File: config.mk
export PLATFORM = sky130hd
export DESIGN_NAME = afifo_rd_ctrl
export DESIGN_NICKNAME = d
export VERILOG_FILES = /design/src/rtl/afifo_rd_ctrl.sv
export SDC_FILE = /design/constraint.sdc
export NUM_CORES = 1
export LEC_CHECK = 0
export ABC_AREA = 1
export CORE_MARGIN = 2
export CORE_UTILIZATION = 50
export CTS_BUF_LIST = sky130_fd_sc_hd__clkbuf_4 sky130_fd_sc_hd__clkbuf_8
export CTS_CLUSTER_DIAMETER = 200
export DETAILED_ROUTE_END_ITERATION = 6
export PLACE_DENSITY = 0.85
export SETUP_SLACK_MARGIN = 0.05
export SYNTH_ARGS = -nofsm -noshare
export SYNTH_HDL_FRONTEND = slang
export SYNTH_SLANG_ARGS = --single-unit
File: constraint.sdc
create_clock -name rclk -period 3.1 [get_ports rclk]
set_input_delay 0.775 -clock rclk [delete_from_list [all_inputs] [get_ports rclk]]
set_output_delay 0.775 -clock rclk [all_outputs]
set_load 0.1 [all_outputs]
File: src/rtl/afifo_rd_ctrl.sv
// Read-side pointer and flag controller of an asynchronous FIFO.
// Keeps the read pointer in rclk and derives empty, level and underflow from the synced write pointer.
module afifo_rd_ctrl #(
    parameter int unsigned DATA_WIDTH = 8,
    parameter int unsigned ADDR_WIDTH = 4,
    parameter int unsigned AE_THRESH  = 2
) (
    input  logic                  rclk,
    input  logic                  rrst_n,
    input  logic [ADDR_WIDTH:0]   rq2_wptr,
    input  logic                  rd_req,
    input  logic [DATA_WIDTH-1:0] rdata_mem,
    output logic [ADDR_WIDTH-1:0] raddr,
    output logic [ADDR_WIDTH:0]   rptr,
    output logic [DATA_WIDTH-1:0] rdata,
    output logic                  rvalid,
    output logic                  rempty,
    output logic                  ralmost_empty,
    output logic [ADDR_WIDTH:0]   rlevel,
    output logic                  rundf
);

    localparam int unsigned PW = ADDR_WIDTH + 1;
    localparam logic [PW-1:0] AeThresh = PW'(AE_THRESH);

    logic [PW-1:0]         rbin_q, rbin_d;
    logic [PW-1:0]         rptr_q, rptr_d;
    logic [DATA_WIDTH-1:0] rdata_q, rdata_d;
    logic                  rvalid_q, rvalid_d;
    logic                  rempty_q, rempty_d;
    logic                  rae_q, rae_d;
    logic [PW-1:0]         rlevel_q, rlevel_d;
    logic                  rundf_q, rundf_d;

    logic          rd_acc;
    logic [PW-1:0] wbin_s;

    // Gray to binary: each bit is the XOR of all gray bits at or above it.
    always_comb begin
        wbin_s = '0;
        wbin_s[PW-1] = rq2_wptr[PW-1];
        for (int i = int'(PW) - 2; i >= 0; i--) begin
            wbin_s[i] = wbin_s[i+1] ^ rq2_wptr[i];
        end
    end

    always_comb begin
        rd_acc   = rd_req & ~rempty_q;
        rbin_d   = rbin_q + {{ADDR_WIDTH{1'b0}}, rd_acc};
        rptr_d   = rbin_d ^ (rbin_d >> 1);
        rdata_d  = rd_acc ? rdata_mem : rdata_q;
        rvalid_d = rd_acc;
        rundf_d  = rd_req & rempty_q;
        // Flags use the post-read pointer so a final read and a fresh write resolve together.
        rempty_d = (rptr_d == rq2_wptr);
        rlevel_d = wbin_s - rbin_d;
        rae_d    = (rlevel_d <= AeThresh);
    end

    always_ff @(posedge rclk or negedge rrst_n) begin
        if (!rrst_n) begin
            rbin_q   <= '0;
            rptr_q   <= '0;
            rdata_q  <= '0;
            rvalid_q <= 1'b0;
            rempty_q <= 1'b1;
            rae_q    <= 1'b1;
            rlevel_q <= '0;
            rundf_q  <= 1'b0;
        end else begin
            rbin_q   <= rbin_d;
            rptr_q   <= rptr_d;
            rdata_q  <= rdata_d;
            rvalid_q <= rvalid_d;
            rempty_q <= rempty_d;
            rae_q    <= rae_d;
            rlevel_q <= rlevel_d;
            rundf_q  <= rundf_d;
        end
    end

    assign raddr         = rbin_q[ADDR_WIDTH-1:0];
    assign rptr          = rptr_q;
    assign rdata         = rdata_q;
    assign rvalid        = rvalid_q;
    assign rempty        = rempty_q;
    assign ralmost_empty = rae_q;
    assign rlevel        = rlevel_q;
    assign rundf         = rundf_q;

endmodule

==> results list, run 1 <==
- Counting instances, the worst hold path has a depth of 2.
- Instance count of the mapped netlist: 167
- The worst register-to-register path begins at rempty$_DFF_PN1_.
* Wire length of the first global-routing pass: 4.57 mm
* Max-cap violation count: 0
* Largest driver fanout on the critical path: 4
- Dividing the detail-routed via count by the number of cells gives 4.87.
* Outcome: complete, no violations
- X dimension of the die: 56.4 um
- STA classifies the critical path endpoint as a register.
- In the final layout, the share of cells above drive strength 1 is 27.4%.
- The synthesized design contains 0 enable-type register cells.
- Die area: 0.00318 mm2
- GRT Max-Usage Layer: met2
- The tightest hold path in the finished design has a slack of 491 ps.
- Routed Antenna Nets: 0
- Reg2reg setup slack: 920 ps
* Class of the tightest hold or removal check: register to register
- The worst register-to-register path ends at ralmost_empty$_DFF_PN1_.
- Endpoint of the worst hold path: rdata[2]$_DFFE_PN0N_
- Boundary pin count: 42
- Total vias in the final route: 1192
* Gp weighted congestion: 0.790
- Post-Route WL: 2.73 mm
- The via count of the first global-routing pass is 1078.
- After synthesis the cells add up to 0.00137 mm2.
- The number of antenna violations at the first check in global routing was 0.
- After layout, the minimum clock period comes to 2790 ps.
- After filler insertion, the fill cell instance count of the layout stands at 199.
* Startpoint types: primary input
- Hold Vio Cnt, Final: 0
- GR Util met3: 3.92%
* Mean post-synth cell area: 8.21 um2
* Ant. Diodes: 0
* GR Util met2: 31.6%
- Tot GR Track Use: 18.0%
* Synthesis-to-finish area growth: 31.8%
- Post-placement cell area: 0.00177 mm2
* Predominant post-synthesis flop cell: sky130_fd_sc_hd__dfrtp_1
- At the pin with the least slew margin, the transition time is 329 ps.
- Static timing analysis puts the maximum clock frequency at 359 MHz.
- In this run the number of H-tree levels came out at 1.
- During synthesis, Yosys emitted a total of 0 warnings.
* Setup repair after global routing missed its margin: false
- After global routing the overflow that remains totals 0.
- Number of distinct library cell variants in the gate-level netlist after synthesis: 19
* Worst-path clk slew: 120 ps
- The number of nets in the synthesized netlist is 190.
- The initialized floorplan defines 18 standard-cell rows.
- Clock Latency Late Sink: 310 ps
- For this block, the initial DRC count from the detailed router was 43.
* # setup viols final: 0
- In the global route stage, met1 resource usage came out at 22.3%.
* Type of the worst setup path: primary input to register
* # clock sinks: 26
- Starting density of the core: 53.9%
- TritonCTS clock tree: done
* Synth async-reset ratio: 100%
* Summed area of non-filler cells in the final layout: 0.00181 mm2
* Startpoint of the most critical hold path: rdata[2]$_DFFE_PN0N_
- The core region is 0.00254 mm2.
- The total count of max-transition violations in the final report is 0.
* Part of the Yosys area used for sequential elements: 47.6%
- Number of remaining DRC errors: 0
- Initial DRT Pass Iterations: 4
- Total number of nets in the final design: 239
- The floorplan step set the die height to 56.4 um.
- Final cell utilization of the core: 71.0%
- Slew HR: 78.1%
* Number of CTS-inserted buffers: 3
* Yosys reg bits: 26
- Clock root buffer: sky130_fd_sc_hd__clkbuf_4
* Clock buffer depth: 2
* Largest net degree at the start of global routing: 27
- DP Wirelength: 2.17 mm
* Depth of the worst register-to-register path: 10
* Post-route clock skew: 1.87 ps
- Data required time of the worst path: 3360 ps
- For the worst setup path, the data arrival time is 3050 ps.
* Count of input and output buffers: 41
* Final cycle utilization of the critical path: 89.9%
* Average detailed-routed wire length per instance: 11.1 um
==> cell usage after synthesis (2+ instances only) <==
library cell / n / area (um2)
sky130_fd_sc_hd__nor2_1: 5 / 18.8
sky130_fd_sc_hd__nand2_2: 13 / 81.3
sky130_fd_sc_hd__xor2_1: 3 / 26.3
sky130_fd_sc_hd__nor2_2: 4 / 25.0
sky130_fd_sc_hd__ha_1: 6 / 75.1
sky130_fd_sc_hd__dfrtp_1: 24 / 601
sky130_fd_sc_hd__inv_2: 3 / 11.3
sky130_fd_sc_hd__a21oi_1: 2 / 10.0
sky130_fd_sc_hd__inv_1: 20 / 75.1
sky130_fd_sc_hd__nand2_1: 61 / 229
sky130_fd_sc_hd__dfstp_2: 2 / 52.6
sky130_fd_sc_hd__nand3_1: 17 / 85.1
==> sequential cells by signal, summed over array words and instances, names as in the netlist <==
register / count
rempty: 1
rbin_q: 5
ralmost_empty: 1
rptr: 4
rlevel: 5
rundf: 1
rdata: 8
rvalid: 1
==> how the worst max path moves through the flow <==
stage / slack (ps) / end / from
finish: 310 / ralmost_empty$_DFF_PN1_ / rq2_wptr[2]
global placement: 1 / ralmost_empty$_DFF_PN1_ / rq2_wptr[4]
detailed placement: -120 / ralmost_empty$_DFF_PN1_ / rq2_wptr[3]
floorplan: 560 / ralmost_empty$_DFF_PN1_ / rd_req
CTS: 200 / ralmost_empty$_DFF_PN1_ / rq2_wptr[3]
global route: 80 / ralmost_empty$_DFF_PN1_ / rq2_wptr[2]
==> per-layer routing <==
metal	vias to the layer above	routed length (um)
li1	604	-
met1	531	1170
met2	48	1310
met3	9	190
met4	0	57
met5	-	0
==> timing repair <==
item / CTS / global route
setup buffers: 0 / 0
setup endpoints to repair: 0 / 1
hold buffers: 0 / 0
resized for setup: 0 / 2
==> critical path, stage by stage <==
cell                              delay, ps
sky130_fd_sc_hd__clkdlybuf4s50_1        530
sky130_fd_sc_hd__inv_1                   60
sky130_fd_sc_hd__nand3_1                110
sky130_fd_sc_hd__nand2_2                 90
sky130_fd_sc_hd__xor2_2                 160
sky130_fd_sc_hd__xor2_1                 190
sky130_fd_sc_hd__ha_1                   200
sky130_fd_sc_hd__inv_1                   70
sky130_fd_sc_hd__fa_1                   450
sky130_fd_sc_hd__inv_1                   70
sky130_fd_sc_hd__nor2_1                  40
sky130_fd_sc_hd__nor2_1                 100
sky130_fd_sc_hd__nand3_1                100
sky130_fd_sc_hd__nor2_2                 110
==> cell type report <==
cell class | instances | area, um2 | share of cell area (%)
Timing Repair Buffer | 45 | 380 | 21.0
Clock buffer | 4 | 30.0 | 1.66
Tap cell | 30 | 37.5 | 2.08
Multi-Input combinational cell | 117 | 621 | 34.3
Sequential cell | 26 | 653 | 36.1
Inverter | 23 | 86.3 | 4.78
==> through the flow <==
| step | setup WS (ps) | instances | TNS (ps) |
|---|---|---|---|
| after floorplan | 563 | 167 | 0 |
| after global placement | 1.48 | 241 | 0 |
| after detailed placement | -122 | 241 | -208 |
| after CTS | 199 | 245 | 0 |
| after global routing | 81.6 | 245 | 0 |
| final | 313 | 245 | 0 |
==> placed cells by master (no fill, tap or decap) <==
| master | n |
|---|---|
| sky130_fd_sc_hd__nand2_1 | 61 |
| sky130_fd_sc_hd__buf_4 | 30 |
| sky130_fd_sc_hd__dfrtp_1 | 24 |
| sky130_fd_sc_hd__inv_1 | 20 |
| sky130_fd_sc_hd__nand3_1 | 17 |
| sky130_fd_sc_hd__nand2_2 | 13 |
| sky130_fd_sc_hd__clkdlybuf4s50_1 | 13 |
| sky130_fd_sc_hd__ha_1 | 6 |
| sky130_fd_sc_hd__nor2_1 | 5 |
| sky130_fd_sc_hd__nor2_2 | 4 |
| sky130_fd_sc_hd__clkbuf_4 | 4 |
| sky130_fd_sc_hd__inv_2 | 3 |
| sky130_fd_sc_hd__xor2_1 | 3 |
| sky130_fd_sc_hd__a21oi_1 | 2 |
| sky130_fd_sc_hd__dlymetal6s2s_1 | 2 |
| sky130_fd_sc_hd__dfstp_2 | 2 |
| sky130_fd_sc_hd__nand4_1 | 1 |
| sky130_fd_sc_hd__nand2_4 | 1 |
| sky130_fd_sc_hd__xor2_2 | 1 |
| sky130_fd_sc_hd__o21ai_2 | 1 |
| sky130_fd_sc_hd__nand3b_1 | 1 |
| sky130_fd_sc_hd__fa_1 | 1 |
==> cell families (layout without fill, tap and decap cells) <==
family / after synthesis / after routing / share of synthesized area, %
adder cells (fa/ha/maj): 7 / 7 / 6.93
XOR/XNOR: 4 / 4 / 3.10
flip-flops: 26 / 26 / 47.6
buffers and inverters: 24 / 72 / 7.12
AO/OA/AOI/OAI: 3 / 3 / 1.37
AND/OR/NAND/NOR: 103 / 103 / 33.9
Power of run 1 is not shown: default switching activity piles up to over one toggle a cycle in this logic, so the estimate is an artifact.
==> run 2: changes to the inputs <==
--- a/config.mk
+++ b/config.mk
@@ -11,6 +11,7 @@
 export CTS_BUF_LIST = sky130_fd_sc_hd__clkbuf_4 sky130_fd_sc_hd__clkbuf_8
 export CTS_CLUSTER_DIAMETER = 200
 export DETAILED_ROUTE_END_ITERATION = 6
+export MAX_ROUTING_LAYER = met4
 export PLACE_DENSITY = 0.85
 export SETUP_SLACK_MARGIN = 0.05
 export SYNTH_ARGS = -nofsm -noshare
==> results of run 2 <==
The final DEF is identical to that of run 1; final timing and power are the same.
Among the figures that moved: final weighted congestion in routability-driven placement 0.790 -> 0.801; overall routing resource usage 18.0% -> 18.5%
Power of run 2 is left out for the same reason.
